`src/rtl/shreg_ctrl.sv`:
```
// Sequencing controller for a 4-bit universal shift register: load, shift-in,
// shift-out and (with macro ROTATE_EN defined) rotate, with a completion pulse.
module shreg_ctrl (
  input  logic       clk,
  input  logic       rst,
  input  logic       cmd_valid,
  output logic       cmd_ready,
  input  logic [1:0] cmd_op,
  input  logic [3:0] cmd_data,
  input  logic [1:0] cmd_len,
  input  logic       ser_in,
  output logic       ser_out,
  output logic       ser_out_valid,
  output logic [1:0] reg_s,
  output logic [3:0] reg_I,
  output logic       reg_inp,
  input  logic [3:0] reg_A,
  output logic       busy,
  output logic       done,
  output logic [3:0] result
);

  typedef enum logic [1:0] {
    S_IDLE    = 2'b00,
    S_EXEC    = 2'b01,
    S_CAPTURE = 2'b10
  } state_e;

  localparam logic [1:0] OP_LOAD  = 2'b00;
  localparam logic [1:0] OP_SHIN  = 2'b01;
  localparam logic [1:0] OP_SHOUT = 2'b10;
  localparam logic [1:0] OP_ROT   = 2'b11;

  localparam logic [1:0] RS_SHIFT = 2'b00;
  localparam logic [1:0] RS_LOAD  = 2'b01;
  localparam logic [1:0] RS_HOLD  = 2'b10;

  state_e     state_q, state_d;
  logic [1:0] op_q, op_d;
  logic [1:0] cnt_q, cnt_d;
  logic [3:0] reg_i_q, reg_i_d;
  logic [3:0] result_q, result_d;
  logic       done_q, done_d;

  // Saturating decrement: the shift counter must never wrap below zero.
  function automatic logic [1:0] cnt_dec(input logic [1:0] c);
    return (c == 2'd0) ? 2'd0 : c - 2'd1;
  endfunction

  always_ff @(posedge clk) begin
    if (rst) begin
      state_q  <= S_IDLE;
      op_q     <= OP_LOAD;
      cnt_q    <= 2'd0;
      reg_i_q  <= 4'd0;
      result_q <= 4'd0;
      done_q   <= 1'b0;
    end else begin
      state_q  <= state_d;
      op_q     <= op_d;
      cnt_q    <= cnt_d;
      reg_i_q  <= reg_i_d;
      result_q <= result_d;
      done_q   <= done_d;
    end
  end

  always_comb begin
    state_d       = state_q;
    op_d          = op_q;
    cnt_d         = cnt_q;
    reg_i_d       = reg_i_q;
    result_d      = result_q;
    done_d        = 1'b0;
    reg_s         = RS_HOLD;
    reg_inp       = 1'b0;
    ser_out       = 1'b0;
    ser_out_valid = 1'b0;

    unique case (state_q)
      S_IDLE: begin
        if (cmd_valid) begin
          op_d    = cmd_op;
          reg_i_d = cmd_data;
          cnt_d   = cmd_len;
`ifdef ROTATE_EN
          state_d = S_EXEC;
`else
          // Without rotate support opcode 11 is a NOP that only captures.
          state_d = (cmd_op == OP_ROT) ? S_CAPTURE : S_EXEC;
`endif
        end
      end

      S_EXEC: begin
        cnt_d = cnt_dec(cnt_q);
        unique case (op_q)
          OP_LOAD: begin
            reg_s   = RS_LOAD;
            cnt_d   = 2'd0;
            state_d = S_CAPTURE;
          end
          OP_SHIN: begin
            reg_s   = RS_SHIFT;
            reg_inp = ser_in;
            if (cnt_q == 2'd0) state_d = S_CAPTURE;
          end
          OP_SHOUT: begin
            reg_s         = RS_SHIFT;
            ser_out       = reg_A[3];
            ser_out_valid = 1'b1;
            if (cnt_q == 2'd0) state_d = S_CAPTURE;
          end
          OP_ROT: begin
`ifdef ROTATE_EN
            reg_s   = RS_SHIFT;
            reg_inp = reg_A[3];
            if (cnt_q == 2'd0) state_d = S_CAPTURE;
`else
            state_d = S_CAPTURE;
`endif
          end
          default: state_d = S_CAPTURE;
        endcase
      end

      S_CAPTURE: begin
        result_d = reg_A;
        done_d   = 1'b1;
        state_d  = S_IDLE;
      end

      default: state_d = S_IDLE;
    endcase
  end

  assign cmd_ready = (state_q == S_IDLE);
  assign busy      = (state_q != S_IDLE);
  assign reg_I     = reg_i_q;
  assign result    = result_q;
  assign done      = done_q;

endmodule
```
`config.mk`:
```
export PLATFORM = sky130hd
export DESIGN_NAME = shreg_ctrl
export DESIGN_NICKNAME = d
export VERILOG_FILES = /design/src/rtl/shreg_ctrl.sv
export SDC_FILE = /design/constraint.sdc
export NUM_CORES = 1
export LEC_CHECK = 0
export CAP_MARGIN = 15
export CORE_MARGIN = 5
export CORE_UTILIZATION = 36
export DETAILED_ROUTE_END_ITERATION = 10
export HOLD_SLACK_MARGIN = 0.08
export PLACE_DENSITY = 0.73
export SLEW_MARGIN = 10
export SYNTH_ARGS = -nofsm -noshare
export SYNTH_HDL_FRONTEND = slang
export SYNTH_SLANG_ARGS = --single-unit
```
`constraint.sdc`:
```
create_clock -name clk -period 1.2 [get_ports clk]
set_input_delay 0.24 -clock clk [delete_from_list [all_inputs] [get_ports clk]]
set_output_delay 0.24 -clock clk [all_outputs]
set_load 0.05 [all_outputs]
```
# --- Word level (Yosys, flattened, before mapping) ---
# Index checks and enable logic that the tools add are counted.
word_totals:
  output_inout_bits: 16
  elab_cells: 43
  rom_bits: 0
  latch_bits: 0
  mem_bits_rw: 0
  ff_bits: 15
  mem_count: 0
classes:
  n_reduce_logical: 10
  n_shift: 0
  mux: 18
  order_cmp: 0
  n_addsub: 1
  bitwise_logic: 0
  n_eq_ne: 8
  multipliers: 0
  n_div: 0
ops:
  columns: ["op", "n"]
  rows:
  - ["$pmux W2 S2", 4]
  - ["$mux W2", 7]
  - ["$eq A2 B2 Y1 const B", 4]
  - ["$mux W1", 7]
  - ["$logic_not A2 Y1", 3]
  - ["$reduce_and A2 Y1", 3]
  - ["$eq A2 B1 Y1 const B", 2]
  - ["$reduce_bool A2 Y1", 2]
  - ["$reduce_or A2 Y1", 2]
  - ["$ne A3 B3 Y1 const B", 1]
  - ["$ne A2 B2 Y1 const B", 1]
  - ["$sub A2 B1 Y2 const B", 1]

# --- Longest topological paths before layout ---
logic_depth:
  ltp_word: 4
  depth_mapped: 5
  ltp_nobuf: 5

# --- Worst setup path before layout ---
# OpenSTA, ideal clock, no wires.
synth_path:
  kind: "reg-to-output"
  startpoint: "reg state_q[1]"
  endpoint: "out busy"
  stages_incl_launch_ff: 3
  path_buffers: 0
  arrival_time_ns: 1.519
  required_time_ns: 0.960
  slack_ns: -0.559
  cell_sequence: "dfxtp_1 nor2_1 inv_1"
synth_between:
  elab_chain_len: 1
synth_lines:
  columns: ["element", "line_no", "source"]
  rows:
  - ["start: declaration", "38", "state_e state_q, state_d;"]
  - ["start signal: assignment", "59", "state_q <= state_d;"]
  - ["$reduce_bool A2 Y1", "138", "assign busy = (state_q != S_IDLE);"]
  - ["end: declaration", "18", "output logic busy,"]
# Every way passes these cells.

# --- Final worst setup path ---
layout_path:
  startpoint: "reg state_q[0]"
  endpoint: "out ser_out"
layout_between:
  elab_chain_len: 2
layout_lines:
  columns: ["element", "line_no", "source"]
  rows:
  - ["$eq A2 B1 Y1", "80", "unique case (state_q)"]
  - ["$mux W1", "80", null]
  - ["end: declaration", "12", "output logic ser_out,"]
# Every way passes these cells.

==> flow_summary.json <==
{
  "status": "finished, violations left",
  "violations": "setup timing",
  "ys_seq_area_share_pct": 41.0,
  "synthArstFlopShare_pct": 0,
  "final_area_mm2": 0.00144,
  "worst_ep_arrival_time_ps": 1210,
  "placed_cell_area_mm2": 0.00132,
  "drive_above_1_share_pct": 47.9,
  "antenna_cells": 0,
  "setup_ws_ps": -247,
  "ctsLongestPathBuffers": 2,
  "grt_pass1_vias": 740,
  "tightest_slew_ps": 218,
  "die-width_um": 55.1,
  "antenna_found_initial": 0,
  "top_layer_used": "met4",
  "relSlewSlack_pct": 85.5,
  "switching_power_uw": 411,
  "fin_nets": 143,
  "yosysMostFrequentCell": "dfxtp_1",
  "post-route-period-util_pct": 121,
  "final_util_pct": 74.3,
  "skew_ps": 0.388,
  "core_mm2": 0.00194,
  "placementRows": 16,
  "yosysUniqueCellTypes": 24,
  "syn_area_um2": 732,
  "num_vias": 676,
  "worstPathCellList": "nor2b_4, and3_4, buf_12",
  "grtUsageTotal_pct": 15.1,
  "vdd_drop_max_v": 0.000702,
  "clk_pin_slew_ps": 80,
  "first_iter_violations": 3,
  "synth.area.top_cells": "dfxtp_1, mux2i_1, ha_1",
  "synthCells": 73,
  "synth_nets": 94,
  "power_mw": 1.34,
  "synth_common_cells": "dfxtp_1, nor2_1, mux2i_1",
  "die-area_mm2": 0.00303,
  "start_util_pct": 37.7,
  "cts_buffers": 3,
  "internal_power_uw": 931,
  "crit_fanout": 7,
  "cts_root_buf": "clkbuf_4",
  "fill_cells": 136,
  "die-height_um": 55.1,
  "avgSynthCellArea_um2": 10.0,
  "routed_wl_um": 1900,
  "h-tree-depth": 1,
  "required_ps": 960,
  "grt-ovfl-total": 0,
  "crit_path_top_delay_cell": "dfxtp_4",
  "critPathKind": "register to output port",
  "yosys_warnings": 0,
  "hpwl_um": 1480,
  "yosysTopAreaCellShare_pct": 41.0,
  "comb_power_share_pct": 37.5,
  "slew_viol_final": 0,
  "fin_crit_ps": 1450,
  "multi_input_area_um2": 445,
  "yosys.area.top_type": "dfxtp_1",
  "grt_start_max_net_pins": 10,
  "vias_per_cell": 4.57,
  "clock_latency_ps": 270,
  "ys_ff_latch": 15,
  "pre_cts_slack_ps": -301,
  "synth_edf_count": 0,
  "critPathLaunchType": "register",
  "met1_length_um": 776,
  "pwr-share-seq_pct": 41.8,
  "fin_hold_ws_ps": 550,
  "drt_first_pass_iters": 5,
  "grt_pass1_wl_um": 3260,
  "drc": 0,
  "clockPowerShare_pct": 20.7,
  "antenna_left": 0,
  "cellPowerDensity_mw_per_mm2": 930,
  "p_leak_nw": 0.599,
  "dr_wl_met3_um": 191,
  "ff_latch_area_um2": 313,
  "swShare_pct": 30.6,
  "max_freq_mhz": 691,
  "portBuffers": 31,
  "clock_sinks": 15,
  "max_stage_delay_ps": 350,
  "cts_tree": "done",
  "synth_ff_type": "dfxtp_1",
  "hp-class": "input pin to register",
  "wl_met2_um": 917,
  "finalHoldViolCount": 0,
  "wire_per_inst_um": 12.8,
  "ios": 32,
  "cp-end-kind": "output port",
  "maxCapViolCount": 0,
  "gp_congestion": 0.754,
  "area_growth_syn_to_layout_pct": 97.1,
  "rsz0062_at_grt": "yes",
  "final-setup-viol-count": 14
}
placed cells by master (no fill, tap or decap), types with 2 or more instances in the layout:
| master | synthesis | layout |
|---|---|---|
| buf_12 | 0 | 16 |
| ha_1 | 5 | 2 |
| clkbuf_4 | 0 | 3 |
| clkdlybuf4s50_1 | 0 | 15 |
| inv_2 | 0 | 3 |
| dfxtp_1 | 15 | 11 |
| and3_4 | 0 | 2 |
| and2_2 | 0 | 2 |
| buf_6 | 1 | 5 |
| dfxtp_4 | 0 | 3 |
| mux2i_1 | 10 | 10 |
| nor2_1 | 13 | 12 |
| nand2_1 | 3 | 3 |
| buf_4 | 1 | 11 |
| ha_2 | 0 | 3 |
| nor2b_1 | 2 | 2 |
routing by layer:
layer	GRT usage, %	vias to the layer above
met5	0	-
met4	3.64	0
met3	6.97	2
met2	25.4	26
met1	17.4	310
li1	-	338
metrics by stage:
| stage | std cells | setup TNS (ps) |
|---|---|---|
| after detailed placement | 139 | -2340 |
| final | 148 | -1620 |
| after CTS | 148 | -1720 |
| after global routing | 148 | -2510 |
| after floorplan | 73 | -28.4 |
| after global placement | 139 | -2010 |
worst max-delay path: cells and delay by family, from the launching register on:
kind | cells | cell delay (ps)
buffers and inverters | 1 | 130
DFF | 1 | 350
and+or+nand+nor | 2 | 450
area by class of cell:
class / count / share of cell area (%)
multi-input cells: 51 / 30.9
inverters: 4 / 1.04
flip-flops and latches: 15 / 21.7
repair buffers: 47 / 42.2
clock buffers: 4 / 1.82
well taps: 27 / 2.34
final timing paths:
| path | start | endpoint | slack [ps] | cells after the start |
|---|---|---|---|---|
| max | state_q[0] | ser_out | -250 | 3 |
| min | cmd_len[0] | cnt_q[0] | 550 | 3 |
| max reg2reg | state_q[1] | reg_I[3] | -70 | 5 |
| min reg2reg | reg_I[0] | reg_I[0] | 560 | 2 |
power by group through the flow:
stage	registers, mW	clock network (mW)	logic (mW)
floorplan	0.620	0	0.173
global placement	0.573	0	0.448
detailed placement	0.574	0	0.459
CTS	0.561	0.296	0.503
global route	0.565	0.316	0.535
finish	0.560	0.278	0.503
cells by family (layout without fill, tap and decap cells):
| group | after synthesis | after routing | share of synthesized area (%) |
|---|---|---|---|
| mux | 10 | 10 | 13.7 |
| simple gates | 28 | 28 | 20.3 |
| buf+inv | 7 | 55 | 5.13 |
| fa+ha+maj | 5 | 5 | 8.55 |
| flops | 15 | 15 | 41.0 |
| compound gates | 8 | 8 | 11.3 |
state kept, by name (all words and copies together), names as in the netlist:
| signal | flops |
|---|---|
| reg_I | 4 |
| op_q | 2 |
| done | 1 |
| state_q | 2 |
| result | 4 |
| cnt_q | 2 |
timing repair:
item,CTS,global route
setup endpoints to repair,10,16
hold buffers,0,0
resized for setup,20,2
buffers inserted,4,0
cloned,1,0
pin swaps,5,2
endpoints found under the hold margin,0,0
(Power assumes the default switching activity.)
